**src/rtl/dsbpm_pkg.sv**
```systemverilog
// Shared DSBPM datapath definitions: turn-integrator state encoding and
// width/length helpers used by the TbT accumulator and its lanes.
package dsbpm_pkg;

  typedef enum logic {
    IDLE,
    RUN
  } state_e;

  function automatic int acc_width(input int product_width, input int cnt_width);
    return product_width + cnt_width;
  endfunction

  // Effective turn length: at least two samples, at most the site maximum.
  function automatic int clamp_len(input int samples, input int site_max);
    if (samples < 2) return 2;
    if (samples > site_max) return site_max;
    return samples;
  endfunction

endpackage

```
**src/rtl/tbt_acc_lane.sv**
```systemverilog
// Single-lane signed accumulator: load restarts the sum with the product,
// add folds the product in, otherwise the running sum holds.
module tbt_acc_lane
  import dsbpm_pkg::*;
#(
  parameter int PRODUCT_WIDTH = 33,
  parameter int ACC_WIDTH     = 40
) (
  input  logic                     clk,
  input  logic                     reset_n,
  input  logic                     load,
  input  logic                     add,
  input  logic [PRODUCT_WIDTH-1:0] product,
  output logic [ACC_WIDTH-1:0]     sum
);

  logic [ACC_WIDTH-1:0] acc;
  logic [ACC_WIDTH-1:0] product_ext;

  assign product_ext = {{(ACC_WIDTH - PRODUCT_WIDTH){product[PRODUCT_WIDTH-1]}}, product};

  // Sum including the current product; the top captures it on turn completion.
  assign sum = (load ? '0 : acc) + product_ext;

  always_ff @(posedge clk) begin
    if (!reset_n) begin
      acc <= '0;
    end else if (load || add) begin
      acc <= sum;
    end
  end

endmodule

```
**src/rtl/tbt_accumulator.sv**
```systemverilog
// Per-channel turn-by-turn I/Q integrator with a flywheel turn counter kept
// aligned to the (possibly sparse) EVR turn marker.
module tbt_accumulator
  import dsbpm_pkg::*;
#(
  parameter int PRODUCT_WIDTH         = 33,
  parameter int SITE_SAMPLES_PER_TURN = 100,
  parameter int CNT_WIDTH             = $clog2(SITE_SAMPLES_PER_TURN + 1),
  parameter int ACC_WIDTH             = acc_width(PRODUCT_WIDTH, CNT_WIDTH),
  parameter int TURN_CNT_WIDTH        = 32
) (
  input  logic                      adcClk,
  input  logic                      adcResetN,
  input  logic [CNT_WIDTH-1:0]      samplesPerTurn,
  input  logic                      turnMarker,
  input  logic                      sampleValid,
  input  logic [PRODUCT_WIDTH-1:0]  productI,
  input  logic [PRODUCT_WIDTH-1:0]  productQ,
  input  logic                      clearErrors,
  output logic                      tbtValid,
  output logic [ACC_WIDTH-1:0]      tbtI,
  output logic [ACC_WIDTH-1:0]      tbtQ,
  output logic [TURN_CNT_WIDTH-1:0] turnCount,
  output logic                      synced,
  output logic                      markerMisaligned,
  output logic                      markerOrphan
);

  state_e               state, state_next;
  logic [CNT_WIDTH-1:0] idx, idx_next;
  logic [CNT_WIDTH-1:0] len_q, len_eff, len_last;
  logic                 lane_load, lane_add;
  logic                 emit, latch_len, sync_evt, misaligned_evt, orphan_evt;
  logic [ACC_WIDTH-1:0] sum_i, sum_q;

  assign len_eff    = CNT_WIDTH'(clamp_len(32'(samplesPerTurn), SITE_SAMPLES_PER_TURN));
  assign len_last   = len_q - CNT_WIDTH'(1);
  assign orphan_evt = turnMarker && !sampleValid;
  assign synced     = (state == RUN);

  always_ff @(posedge adcClk) begin
    if (!adcResetN) state <= IDLE;
    else            state <= state_next;
  end

  always_comb begin
    state_next     = state;
    idx_next       = idx;
    lane_load      = 1'b0;
    lane_add       = 1'b0;
    emit           = 1'b0;
    latch_len      = 1'b0;
    sync_evt       = 1'b0;
    misaligned_evt = 1'b0;
    case (state)
      IDLE: begin
        if (turnMarker && sampleValid) begin
          state_next = RUN;
          lane_load  = 1'b1;
          latch_len  = 1'b1;
          sync_evt   = 1'b1;
          idx_next   = CNT_WIDTH'(1);
        end
      end
      RUN: begin
        if (sampleValid) begin
          // A marker anywhere but idx 0 (including the closing sample)
          // restarts the turn and drops the partial sum unemitted.
          if (turnMarker && idx != '0) begin
            lane_load      = 1'b1;
            latch_len      = 1'b1;
            misaligned_evt = 1'b1;
            idx_next       = CNT_WIDTH'(1);
          end else if (idx == '0) begin
            lane_load = 1'b1;
            latch_len = 1'b1;
            idx_next  = CNT_WIDTH'(1);
          end else begin
            lane_add = 1'b1;
            if (idx == len_last) begin
              emit     = 1'b1;
              idx_next = '0;
            end else begin
              idx_next = idx + CNT_WIDTH'(1);
            end
          end
        end
      end
      default: state_next = IDLE;
    endcase
  end

  always_ff @(posedge adcClk) begin
    if (!adcResetN) begin
      idx              <= '0;
      len_q            <= '0;
      tbtValid         <= 1'b0;
      tbtI             <= '0;
      tbtQ             <= '0;
      turnCount        <= '0;
      markerMisaligned <= 1'b0;
      markerOrphan     <= 1'b0;
    end else begin
      idx      <= idx_next;
      tbtValid <= emit;
      if (latch_len) len_q <= len_eff;
      if (emit) begin
        tbtI      <= sum_i;
        tbtQ      <= sum_q;
        turnCount <= turnCount + TURN_CNT_WIDTH'(1);
      end else if (sync_evt) begin
        turnCount <= '0;
      end
      markerMisaligned <= misaligned_evt || (markerMisaligned && !clearErrors);
      markerOrphan     <= orphan_evt || (markerOrphan && !clearErrors);
    end
  end

  tbt_acc_lane #(
    .PRODUCT_WIDTH(PRODUCT_WIDTH),
    .ACC_WIDTH    (ACC_WIDTH)
  ) u_lane_i (
    .clk    (adcClk),
    .reset_n(adcResetN),
    .load   (lane_load),
    .add    (lane_add),
    .product(productI),
    .sum    (sum_i)
  );

  tbt_acc_lane #(
    .PRODUCT_WIDTH(PRODUCT_WIDTH),
    .ACC_WIDTH    (ACC_WIDTH)
  ) u_lane_q (
    .clk    (adcClk),
    .reset_n(adcResetN),
    .load   (lane_load),
    .add    (lane_add),
    .product(productQ),
    .sum    (sum_q)
  );

endmodule

```
**config.mk**
```make
export PLATFORM = sky130hd
export DESIGN_NAME = tbt_accumulator
export DESIGN_NICKNAME = d
export VERILOG_FILES = /design/src/rtl/dsbpm_pkg.sv /design/src/rtl/tbt_acc_lane.sv /design/src/rtl/tbt_accumulator.sv
export SDC_FILE = /design/constraint.sdc
export NUM_CORES = 1
export LEC_CHECK = 0
export CAP_MARGIN = 20
export CORE_AREA = 5 5 162 180
export CTS_BUF_LIST = sky130_fd_sc_hd__clkbuf_8
export CTS_CLUSTER_SIZE = 30
export DETAILED_ROUTE_END_ITERATION = 12
export DIE_AREA = 0 0 167 185
export GPL_TIMING_DRIVEN = 0
export PLACE_DENSITY = 0.74
export SKIP_CTS_REPAIR_TIMING = 1
export SLEW_MARGIN = 20
export SYNTH_ARGS = -nofsm -noshare
export SYNTH_HDL_FRONTEND = slang
export SYNTH_SLANG_ARGS = --single-unit
```
**constraint.sdc**
```tcl
create_clock -name adcClk -period 6 [get_ports adcClk]
set_clock_uncertainty 0.2 [all_clocks]
set_input_delay 1.2 -clock adcClk [delete_from_list [all_inputs] [get_ports adcClk]]
set_output_delay 1.2 -clock adcClk [all_outputs]
set_load 0.03 [all_outputs]
```
# ---- Word level (Yosys, flattened, before mapping)
# Cells that the tools add are included.
dict set report classes {
  bitwise_logic 1
  n_mux 36
  n_addsub 5
  reduce_logical 14
  order_cmp 2
  eq_ne 3
}
# op n
set ops {}
lappend ops {{adder 40 bit} 2}
lappend ops {{two-way mux 40 bit} 2}
lappend ops {{two-way mux 32 bit} 2}
lappend ops {{two-way mux 7 bit} 8}
lappend ops {{adder 32 x 1 -> 32 bit (second input constant)} 1}
lappend ops {{two-way mux 1 bit} 21}
lappend ops {{case mux 7 bit (2 select lines)} 1}
lappend ops {{adder 7 x 1 -> 7 bit (second input constant)} 1}
lappend ops {{equality test 7 bit} 1}
lappend ops {{> comparator 7 bit (second input constant)} 1}
lappend ops {{zero test 7 bit} 1}
lappend ops {{less-than comparator 7 x 2 -> 1 bit (second input constant)} 1}
lappend ops {{nonzero test 7 bit} 1}
lappend ops {{subtractor 7 x 1 -> 7 bit (second input constant)} 1}
lappend ops {{logical AND 1 bit} 5}
lappend ops {{inequality test 2 bit (second input constant)} 2}
lappend ops {{logical OR 1 bit} 3}
lappend ops {{zero test 1 bit} 2}
lappend ops {{two-way mux 2 bit} 1}
lappend ops {{case mux 1 bit (2 select lines)} 1}
lappend ops {{AND reduction 2 bit} 1}
lappend ops {{nonzero test 2 bit} 1}
lappend ops {{inverter 1 bit} 1}
dict set report word_totals {
  inputBits 78
  reg_bits 210
  elab_cells 72
  output_inout_bits 116
}

# ---- Depth between registers and ports, before layout
dict set report logic_depth {
  depth_word 8
  mapped_depth 18
  mapped_depth_nobuf 16
}

# ---- By module
# From an unflattened synthesis, not the netlist that was laid out.
dict set report unflattened {
  cells_unflattened 1782
  hier_area_um2 13644.3
}
# mod instances area_per_inst_um2 cells_each
set by_module_without_submodules {}
lappend by_module_without_submodules {tbt_acc_lane 2 4082.7 556}
lappend by_module_without_submodules {tbt_accumulator 1 5479.0 670}

# ---- Worst setup path before layout
# OpenSTA, ideal clock, no wires.
dict set report synth_timing {
  path_kind {in2reg}
  startpoint {input port sampleValid}
  endpoint {register u_lane_q.acc[38]}
  t_arrival_ns 4.297
  cell_stages 15
  n_path_buf 4
  path_slack_ns 1.370
  cell_sequence {clkbuf_1 > nand2b_1 > clkbuf_1 > clkbuf_1 > and2_1 > ha_1 > and2_1 > clkbuf_1 > nand3_1 > or2_2 > a2111oi_0 > nor3_1 > o21ai_0 > mux2i_1 > a31oi_1}
}
dict set report synth_between {
  elab_chain_cells 5
}
# element line
set synth_lines {}
lappend synth_lines {{start: declaration} tbt_accumulator.sv:16} ;# input logic sampleValid,
lappend synth_lines {{logical AND 1 bit} tbt_accumulator.sv:57} ;# if (turnMarker && sampleValid) begin
lappend synth_lines {{two-way mux 1 bit} tbt_accumulator.sv:57}
lappend synth_lines {{case mux 1 bit (2 select lines)} tbt_accumulator.sv:55} ;# case (state)
lappend synth_lines {{two-way mux 40 bit} tbt_acc_lane.sv:23} ;# assign sum = (load ? '0 : acc) + product_ext;
lappend synth_lines {{adder 40 bit} tbt_acc_lane.sv:23}
lappend synth_lines {{end signal: assignment} tbt_acc_lane.sv:29} ;# acc <= sum;
lappend synth_lines {{end: declaration} tbt_acc_lane.sv:17} ;# logic [ACC_WIDTH-1:0] acc;
# Several ways; a longest one is shown, not always the timed one.
# A chain may end at the register's enable or synchronous reset.

# ---- Final worst setup path
dict set report layout_timing {
  startpoint {input port turnMarker}
  endpoint {register tbtI[38]}
}
dict set report layout_between {
  elab_chain_cells 6
}
# element line
set layout_lines {}
lappend layout_lines {{start: declaration} tbt_accumulator.sv:15} ;# input logic turnMarker,
lappend layout_lines {{logical AND 1 bit} tbt_accumulator.sv:69} ;# if (turnMarker && idx != '0) begin
lappend layout_lines {{two-way mux 1 bit} tbt_accumulator.sv:69}
lappend layout_lines {{two-way mux 1 bit} tbt_accumulator.sv:66} ;# if (sampleValid) begin
lappend layout_lines {{case mux 1 bit (2 select lines)} tbt_accumulator.sv:55}
lappend layout_lines {{two-way mux 40 bit} tbt_acc_lane.sv:23}
lappend layout_lines {{adder 40 bit} tbt_acc_lane.sv:23}
lappend layout_lines {{end signal: assignment} tbt_accumulator.sv:108} ;# tbtI <= sum_i;
lappend layout_lines {{end: declaration} tbt_accumulator.sv:21} ;# output logic [ACC_WIDTH-1:0] tbtI,
# Several ways; a longest one is shown, not always the timed one.

==> results.yml <==
run_status:
  outcome: "completed"
setup_path:
  cp_top_family: "simple AND/OR/NAND/NOR gates"
  max_stage_delay_ns: 0.62
  crit_buf_inv: 3
  startpoint_type: "input port"
  cp_data_arrival_time_ns: 6.14
  crit_chain: "clkdlybuf4s50_1 > a31oi_1 > nand2b_1 > clkbuf_2 > clkbuf_1 > and2_1 > ha_1 > fa_1 > a211oi_1 > nor2_1 > o21ai_0 > a21oi_2 > a21oi_1 > nor2_1 > or4_1 > nand4_1"
  worst_setup_path_end_kind: "flip-flop"
  slowest_stage: "clkdlybuf4s50_1"
  criticalPathCategory: "in -> reg"
  cp.required_ns: 6.29
  crit_top_cell: "nor2_1"
  worst-path-max-fanout: 10
detailed_routing:
  drt_pre_antenna_iters: 5
  viasPerCell: 5.85
  drc: 0
  avgRoutedWirePerCell_um: 18.9
  drtIter0Drc: 1086
  ant_nets: 0
  wl_um: 45200
  num_vias: 14000
synthesis:
  synth_warnings: 0
  synth_top_family_by_area: "simple AND/OR/NAND/NOR gates"
  ys.flop_type: "dfxtp_1"
  mappedNetlistNets: 1925
  syn_avg_cell_area_sq_um: 7.57
  ys_async_sr_fraction_pct: 0
  synth_compound_area_share_pct: 24.2
  netlist-cell-type-count: 67
  yosys-mux-area-fraction_pct: 0.553
  netlist.area_leader.share_pct: 31.5
  synthTopCellsByArea: "dfxtp_1 (32%), a21oi_1 (7.8%), ha_1 (7.7%), nand2_1 (7.6%), and2_1 (4.2%)"
  yosysSeqAreaShare_pct: 31.5
  synth_xor_area_share_pct: 5.16
  syn-instance-count: 1763
  synth_edf_count: 0
  synth_top_area_cell: "dfxtp_1"
  synthesis.area_sq_um: 13300
  synth_fa_ha_area_share_pct: 7.99
  synth-simple-area-share_pct: 26.0
  ys_seq_elements: 210
cts:
  root_buffer: "clkbuf_8"
  cts_sinks: 210
  cts_made_buffers: 38
  htree_num_levels: 2
  cts_tree: "built"
  clkTransAtPathRegs_ns: 0.06
  cts_buffer_depth: 3
  clock_latency_ns: 0.55
pwr:
  power.total_mw: 3.83
  power.density_nw_per_um2: 230
  vdd_drop_max_uv: 155
  p_leak_nw: 6.39
die:
  die_h_um: 185
  fp.coreArea_sq_um: 27300
  die_w_um: 167
  die_area_sq_um: 30900
  pin_count: 194
  std_cell_rows: 64
  initial_core_util_pct: 48.9
timing:
  hold_viol: 0
  clock.fmax_ghz: 0.171
  fin_hold_ws_ns: 0.247
  rsz0062_at_grt: "no"
  period_minus_slack_ns: 5.85
  timing.slew.headroom_pct: 38.8
  setup_viol: 0
  fin_tns_setup_ns: 0
  fin_crit_sh_pct: 97.5
  max_slew.worst_pin.slew_ns: 0.918
  slew_viol_final: 0
grt:
  grt_pass1_wl_um: 70800
  antenna_found_initial: 0
  met3_usage_pct: 5.55
  gr-usage-met1_pct: 35.9
  grt_overflow_total: 0
  grt_max_degree: 11
  gr-usage-all-layers_pct: 28.1
  busiest_layer: "met2"
  met2_usage_pct: 47.3
  grt_pass1_vias: 13400
layout:
  fin_area_sq_um: 16600
  num_antenna_cells: 0
  fill_cells: 2542
  fin_nets: 2157
  final_core_util_pct: 60.9
  drive_above_1_share_pct: 4.50
  final_cell_mix: "nand2_1 (269), dfxtp_1 (210), a21oi_1 (206)"
  layout_commonest_cell: "nand2_1"
  syn2layout_area_growth_pct: 24.6
placement:
  dp_hpwl_um: 34200
  placed_cell_area_sq_um: 15700
  port_buffers: 192
  gp_congestion: 0.940
run:
  maxCapViolations: 0
hold_path:
  hold_path.class: "reg -> reg"
-- kinds of logic (layout without fill, tap and decap cells) --
logic type	count (synthesis)	in the layout
muxes	7	7
buffers and inverters	154	413
AOI/OAI and AO/OA	515	515
DFF	210	210
adders and majority gates	84	84
and+or+nand+nor	716	716
xor gates and xnor gates	77	77
-- registers in the layout (all words and copies together) (netlist names) --
signal	count
idx	7
u_lane_q.acc	40
u_lane_i.acc	40
synced	1
markerOrphan	1
markerMisaligned	1
tbtI	40
tbtValid	1
len_q	7
turnCount	32
tbtQ	40
-- worst paths after layout --
check / start / to / slack [ns] / depth (start not counted)
setup / recovery: turnMarker / tbtI[38] / 0.15 / 16
hold / removal: u_lane_i.acc[9] / u_lane_i.acc[9] / 0.25 / 2
setup reg to reg: idx[0] / tbtI[38] / 0.39 / 18
hold reg to reg: u_lane_i.acc[9] / u_lane_i.acc[9] / 0.25 / 2
-- cell usage after synthesis (4+ instances only) --
cell,instances
nand2_1,269
dfxtp_1,210
a21oi_1,207
nor2_1,108
clkbuf_1,99
nand3_1,95
and2_1,89
o21ai_0,85
ha_1,82
xnor2_1,49
a21o_1,41
inv_1,40
a211oi_1,34
nand4_1,34
xor2_1,27
nor3_1,22
o211ai_1,19
o21bai_1,19
a31oi_1,15
o311ai_0,15
and3_1,14
or3_1,13
nand2b_1,12
o21a_1,12
nand4b_1,10
a2111oi_0,9
or4_1,9
buf_2,8
nand3b_1,7
nor3b_1,7
and4_1,6
nor2b_1,6
nor4_1,6
buf_1,5
o221ai_1,5
o31ai_1,5
or2_2,5
a21boi_0,4
a221oi_1,4
a31o_2,4
mux2i_1,4
-- area by class of cell --
cell class	instances	area, sq um	share of cell area (%)
plain buffers	114	455	2.74
clock inverters	16	169	1.02
clock buffers	51	702	4.22
repair buffers	192	1920	11.6
inverters	40	150	0.903
flip-flops and latches	210	4200	25.3
well taps	363	454	2.73
multi-input cells	1399	8560	51.5
-- tightest hold or removal path, stage by stage (launching register included) --
cell     delay (ns)
dfxtp_1        0.30
nand2_1        0.05
a21oi_1        0.05
-- power by group --
group          internal, mW  switching (mW)
registers              1.45          0.0264
clock network         0.928           0.632
logic                 0.300           0.493
total                  2.67            1.15
-- through the flow --
step,worst slack [ns],std cells
finish,0.149,2385
global route,0.0401,2385
CTS,-0.469,2385
detailed placement,-0.999,2318
global placement,-0.967,2318
floorplan,1.37,1763
-- metal layers --
metal / routed length [um] / up-vias
met3: 3770 / 95
met1: 19000 / 6497
li1: - / 6800
met2: 20800 / 569
met4: 1570 / 0
met5: 0 / -
Power figures use the tool's default switching activity.
